## src/rtl/branch_predict_unit.sv

```systemverilog
// branch_predict_unit: branch resolve, mispredict/redirect and 2-bit BHT predictor (optional BRANCH_STATS_EN stats)
module branch_predict_unit #(
    parameter int BHT_ENTRIES = 32,
    parameter int IDX_W = $clog2(BHT_ENTRIES)
) (
    input  logic        clock,
    input  logic        reset,
    input  logic        io_stall,
    input  logic        io_d_is_branch,
    input  logic [31:0] io_d_pc,
    output logic        io_d_pred_taken,
    input  logic        io_x_valid,
    input  logic        io_x_is_branch,
    input  logic [2:0]  io_x_funct3,
    input  logic [31:0] io_x_pc,
    input  logic [31:0] io_x_target,
    input  logic        io_x_pred_taken,
    input  logic        io_BrEq,
    input  logic        io_BrLt,
    output logic        io_BrUn,
    output logic        io_x_taken,
    output logic        io_x_mispredict,
    output logic [31:0] io_x_redirect_pc,
    output logic [31:0] io_stat_branches,
    output logic [31:0] io_stat_mispred
);
    logic [1:0] ctr [BHT_ENTRIES];
    logic [IDX_W-1:0] x_idx, d_idx;
    logic [1:0] x_nxt;
    logic legal, cond, res;
    logic unused_pc;
    assign x_idx = io_x_pc[IDX_W+1:2];
    assign d_idx = io_d_pc[IDX_W+1:2];
    assign unused_pc = ^{io_d_pc[31:IDX_W+2], io_d_pc[1:0]};
    assign io_BrUn = io_x_funct3[1];
    // resolve: funct3[2] picks lt vs eq, funct3[0] inverts; 010/011 are illegal
    always_comb begin
        legal = ~(~io_x_funct3[2] & io_x_funct3[1]);
        cond = (io_x_funct3[2] ? io_BrLt : io_BrEq) ^ io_x_funct3[0];
        res = io_x_valid & io_x_is_branch & ~io_stall & legal & ~reset;
        io_x_taken = res & cond;
        io_x_mispredict = res & (cond != io_x_pred_taken);
        io_x_redirect_pc = io_x_mispredict ? (cond ? io_x_target : io_x_pc + 32'd4) : 32'd0;
        x_nxt = cond ? (ctr[x_idx] == 2'b11 ? 2'b11 : ctr[x_idx] + 2'd1)
                     : (ctr[x_idx] == 2'b00 ? 2'b00 : ctr[x_idx] - 2'd1);
        io_d_pred_taken = io_d_is_branch & ~reset &
                          ((res && d_idx == x_idx) ? x_nxt[1] : ctr[d_idx][1]);
    end
    // counter table: reset to weakly not-taken, train on each resolved branch
    always_ff @(posedge clock) begin
        if (reset)
            for (int i = 0; i < BHT_ENTRIES; i++) ctr[i] <= 2'b01;
        else if (res)
            ctr[x_idx] <= x_nxt;
    end
`ifdef BRANCH_STATS_EN
    // wrapping resolved-branch and mispredict counters
    always_ff @(posedge clock) begin
        if (reset) begin
            io_stat_branches <= 32'd0;
            io_stat_mispred <= 32'd0;
        end else begin
            if (res) io_stat_branches <= io_stat_branches + 32'd1;
            if (io_x_mispredict) io_stat_mispred <= io_stat_mispred + 32'd1;
        end
    end
`else
    assign io_stat_branches = 32'd0;
    assign io_stat_mispred = 32'd0;
`endif
endmodule
```

## config.mk

```make
export PLATFORM = sky130hd
export DESIGN_NAME = branch_predict_unit
export DESIGN_NICKNAME = d
export VERILOG_FILES = /design/src/rtl/branch_predict_unit.sv
export SDC_FILE = /design/constraint.sdc
export NUM_CORES = 1
export LEC_CHECK = 0
export ABC_CLOCK_PERIOD_IN_PS = 8880
export CAP_MARGIN = 10
export CORE_ASPECT_RATIO = 0.7
export CORE_UTILIZATION = 49
export DETAILED_ROUTE_END_ITERATION = 7
export PLACE_DENSITY = 0.95
export SETUP_SLACK_MARGIN = 0.2
export SLEW_MARGIN = 25
export SYNTH_ARGS = -nofsm -noshare
export SYNTH_HDL_FRONTEND = slang
export SYNTH_SLANG_ARGS = --single-unit
```

## constraint.sdc

```tcl
create_clock -name clock -period 8.88 [get_ports clock]
set_input_delay 1.776 -clock clock [delete_from_list [all_inputs] [get_ports clock]]
set_output_delay 1.776 -clock clock [all_outputs]
set_load 0.02 [all_outputs]
```

### Word-level counts from Yosys, hierarchy flattened

Memories as Yosys holds them, arrays and structs flattened.
Index checks and enable logic that the tools add are counted.

| storage, ports and cells | value |
|---|---|
| register bits | 0 |
| RAM bits | 64 |
| input port bits | 108 |
| output and inout port bits | 100 |
| logic and storage cells | 39 |
| memories kept | 1 |

Memories:

| memory | words | width | rd ports | clocked after Yosys merged registers in | write ports | line | source |
|---|---|---|---|---|---|---|---|
| ctr | 32 | 2 | 2 | 0 | 32 | 27 | `logic [1:0] ctr [BHT_ENTRIES];` |

| operators by class | value |
|---|---|
| add/sub/neg operators | 3 |
| equality and inequality tests | 3 |
| muxes and demuxes | 15 |
| bitwise operators | 14 |
| reduce and logical (&&, ||, !) cells | 3 |

Operator list:

| operator | count |
|---|---|
| 2-to-1 mux 32 bit | 2 |
| adder 32 x 3 -> 32 bit (second input constant) | 1 |
| bitwise AND 1 bit | 9 |
| 2-to-1 mux 1 bit | 8 |
| 2-to-1 mux 2 bit | 4 |
| == test 5 bit | 1 |
| 2-to-1 mux 5 bit | 1 |
| inverter 1 bit | 4 |
| adder 2 x 1 -> 2 bit (second input constant) | 1 |
| == test 2 bit (second input constant) | 1 |
| zero test 2 bit | 1 |
| OR reduction 2 bit | 1 |
| subtractor 2 x 1 -> 2 bit (second input constant) | 1 |
| logical AND 1 bit | 1 |
| != test 1 bit | 1 |
| bitwise XOR 1 bit | 1 |

### Logic depth before layout (Yosys ltp)

| logic depth | value |
|---|---|
| word-level depth | 10 |
| mapped depth | 10 |
| mapped depth without buffers | 6 |

### Least setup slack after synthesis

No wires, ideal clock.

| path | value |
|---|---|
| path kind | input -> output |
| from | input io_x_pc[5] |
| to | output io_x_redirect_pc[31] |
| data arrival time | 3,773 ps |
| data required time | 7,104 ps |
| setup slack | 3,331 ps |
| stages on the path | 8 |
| buffers on the path | 2 |
| cell sequence | buf_2 buf_2 and4_1 nand4_1 nor3_1 nand4_1 xor2_1 a211oi_1 |

| between the ends | value |
|---|---|
| longest elaborated chain between the ends | 3 |

Ends and longest elaborated chain:

| item | line | source |
|---|---|---|
| from (decl) | 15 | `input logic [31:0] io_x_pc,` |
| adder 32 x 3 -> 32 bit | 43 | `io_x_redirect_pc = io_x_mispredict ? (cond ? io_x_target : io_x_pc + 32'd4) : 32'd0;` |
| 2-to-1 mux 32 bit (2 in series) | 43 |  |
| to (decl) | 23 | `output logic [31:0] io_x_redirect_pc,` |

Every way passes these cells.

### Final worst setup path

| path | value |
|---|---|
| from | input io_x_pc[5] |
| to | output io_d_pred_taken |

| between the ends | value |
|---|---|
| longest elaborated chain between the ends | 6 |
| elaborated cells between the ends (all ways) | 12 |
| classes of those cells | 2 x add/sub; 2 x eq/ne; 4 x mux; 1 x bitwise; 2 x reduce/logical; 1 x memory |

Ends and longest elaborated chain:

| item | line | source |
|---|---|---|
| memory (32 x 2 bit) | n/a |  |
| subtractor 2 x 1 -> 2 bit, or another cell as far along | 45 | `: (ctr[x_idx] == 2'b00 ? 2'b00 : ctr[x_idx] - 2'd1);` |
| 2-to-1 mux 2 bit (on tied branches) | 45, 44 |  |
| 2-to-1 mux 2 bit | 44 | `x_nxt = cond ? (ctr[x_idx] == 2'b11 ? 2'b11 : ctr[x_idx] + 2'd1)` |
| 2-to-1 mux 1 bit (*) | 47 | `((res && d_idx == x_idx) ? x_nxt[1] : ctr[d_idx][1]);` |
| bitwise AND 1 bit (*) | 46 | `io_d_pred_taken = io_d_is_branch & ~reset &` |
| to (decl) | 11 | `output logic io_d_pred_taken,` |

Every way passes the cells marked *; elsewhere a longest branch is shown, timed or not.

==> flow_summary.toml <==
[run_status]
status = "finished, final reports clean"

[cts]
post_cts_resized = 0
ctsHoldBuffers = 0
htreeDepth = 3
clk_path_buf_depth = 2
cts_sinks = 64
insertion_delay_ns = 0.33
cts_tree = "built"
cts-root-buf = "clkbuf_16"
cts-buffers-inserted = 9
postCtsSetupBuffers = 0
clkTransAtPathRegs_ns = 0.06

[final_layout]
largest_register_ffs = 64
nNetsFinal = 743
drive_above_1_share = 0.129
regMostFlops = "ctr"
reg.largest.list = "ctr (64)"
diodes = 0
layout.cells.non_filler = 784
areaGrowthSynthToFinish_pct = 21.5

[global_route]
grt.overflow.total = 0
grtUsageTotal = 0.255
grt_pass1_vias = 4277
grt_pass1_wl_mm = 22.4
grt_max_degree = 65
antenna_found_initial = 0

[timing]
fin_crit_sh = 0.800
fmax_mhz = 141
holdWs_ns = 1.48
finalHoldViolations = 0
fin_ws_ns = 1.77
tns_ns = 0
setup_viol = 0
fin_skew_ns = 0.00712
finalCriticalPeriod_ns = 7.11
worst_pin_slew_ns = 0.930
final_max_slew_viol_count = 0
max-slew-margin-rel = 0.379
rsz0062_at_grt = "no"

[synth]
synth.avg_cell_area_um2 = 9.77
ys_top_cells_by_area = "edfxtp_1, buf_4, nor3_2"
synthFlopType = "edfxtp_1"
synth-edff-count = 64
synth_top_area_frac = 0.356
seq_area_frac_synth = 0.356
synthDistinctLibCells = 53
yosys_warnings = 0
syn-cell-area_um2 = 5400
async_reset_ff_frac = 0
ys_seq_elements = 64
synth_top_cell_by_area = "edfxtp_1"
postSynthCellCount = 553

[critical_path]
cp_common_cell = "clkdlybuf4s50_1"
crit_chain = "clkdlybuf4s50_1 > or3b_2 > o221a_2 > a22oi_1 > a2111oi_4 > maj3_4 > a21oi_1 > clkdlybuf4s50_1"
max_stage_delay_ns = 0.80
slowest_stage = "clkdlybuf4s50_1"
critPathBufInv = 2
start_kind = "input pin"
critPathMaxFanout = 19
end_kind = "primary output"
critical_path_class = "in2out"
crit_arrival_ns = 5.33
cp_top_family = "buffers and inverters"
cp.required_ns = 7.10

[floorplan]
rows = 31
die_w_um = 128
initial_core_util = 0.512
die_y_um = 89.9
dieArea_um2 = 11500
ios = 208
core-area_um2 = 10600

[routing]
drt-initial-drc-count = 401
wl_per_cell_um = 18.7
routed_via_density = 5.69
drc = 0
firstDrtPassIters = 5
wl_mm = 14.7
antenna_left = 0
vias = 4458

[power_and_ir_drop]
p_clk_frac = 0.384
sequentialPowerShare = 0.386
power_switching_mw = 0.259
combPwrFrac = 0.231
power.density_nw_per_um2 = 135
ir_drop_uv = 80.9
p_leak_nw = 2.15
power.total_mw = 0.889
power.internal_mw = 0.629
netSwitchingFraction = 0.292

[place]
portBuffers = 116
placed_cells_incl_taps = 768
place_congestion = 0.923
dpl_worst_slack_ns = 1.84
hpwl_mm = 10.9

[flow_run]
max-cap-violations = 0

[hold_path]
hp-class = "reg2reg"
## stage by stage
| stage | utilization | instance area [um2] |
|---|---|---|
| after global routing | 0.622 | 6560 |
| after global placement | 0.595 | 6270 |
| after CTS | 0.622 | 6560 |
| after floorplan | - | 5640 |
| after detailed placement | 0.595 | 6270 |
| final | 0.622 | 6560 |
## cell usage in the layout, fill, tap and decap left out, types with 3 or more instances in the layout
cell type,synthesis,routed
inv_1,9,9
mux2_2,12,12
mux4_2,11,11
o21ai_0,32,32
nor2_1,62,62
nor3_2,30,30
ha_1,4,4
buf_4,66,6
clkdlybuf4s50_1,0,116
nand3b_1,3,3
a222oi_1,4,4
and4_1,3,3
nand3_1,10,10
xor2_1,15,14
conb_1,1,64
nand2_1,33,33
mux2i_1,22,22
and3_1,6,6
clkbuf_16,0,9
nand4_1,20,20
a211oi_1,29,29
nand2b_1,3,3
nor3_1,7,7
xnor2_1,20,20
edfxtp_1,64,64
## path summary, 6_finish.rpt
path | startpoint | to | slack [ns] | cells after the start
hold / removal | ctr[23][0] | ctr[18][0] | 1.48 | 5
setup reg to reg | ctr[24][1] | ctr[1][1] | 6.02 | 7
setup / recovery | io_x_pc[5] | io_d_pred_taken | 1.77 | 8
hold reg to reg | ctr[23][0] | ctr[18][0] | 1.48 | 5
## metal layers
metal / wire [um] / vias to the layer above / track usage
li1: - / 2054 / -
met1: 5470 / 2139 / 0.294
met2: 7350 / 233 / 0.445
met3: 1430 / 32 / 0.0720
met4: 432 / 0 / 0.101
met5: 0 / - / 0
## cell type report
type / instances / area (um2)
Clock inverter: 7 / 62.6
Tap cell: 148 / 185
Timing Repair Buffer: 122 / 1210
Sequential cell: 64 / 1920
Clock buffer: 9 / 225
Fill cell: 812 / 3990
Inverter: 9 / 33.8
Multi-Input combinational cell: 425 / 2930
## Yosys cell counts (4+ instances only)
cell type,number
nand4_1,20
and3_1,6
buf_6,10
mux4_2,11
nand3_1,10
buf_2,7
nand2_1,33
clkbuf_1,30
nor2_1,62
xnor2_1,20
a211oi_1,29
buf_1,5
nor3_2,30
mux2_2,12
nor3_1,7
edfxtp_1,64
inv_1,9
a222oi_1,4
o21ai_0,32
buf_4,66
ha_1,4
mux2i_1,22
xor2_1,15
## kinds of logic (layout without fill, tap and decap cells)
kind of cell | Yosys count | after routing | share of synthesized area
adders and majority gates | 6 | 6 | 0.0144
muxes | 46 | 46 | 0.114
xor gates and xnor gates | 35 | 35 | 0.0567
buffers and inverters | 127 | 147 | 0.150
and+or+nand+nor | 189 | 189 | 0.196
other | 1 | 64 | 0.000694
DFF | 64 | 64 | 0.356
AOI/OAI and AO/OA | 85 | 85 | 0.113
## power by group through the flow
| stage | Sequential (mW) | Combinational (mW) | Clock [mW] |
|---|---|---|---|
| after global routing | 0.343 | 0.218 | 0.352 |
| after floorplan | 0.347 | 0.163 | 0 |
| after global placement | 0.348 | 0.195 | 0 |
| after CTS | 0.343 | 0.202 | 0.343 |
| final | 0.343 | 0.205 | 0.341 |
| after detailed placement | 0.349 | 0.202 | 0 |
## worst reg2reg max path, cell delays in order, from the launching register on
cell and delay (ns):
edfxtp_1 0.39, mux2_4 0.28, a222oi_1 0.42, a22oi_1 0.21, a2111oi_4 0.39, maj3_4 0.27
buf_4 0.47, nor3_1 0.13
(Power assumes the default switching activity.)
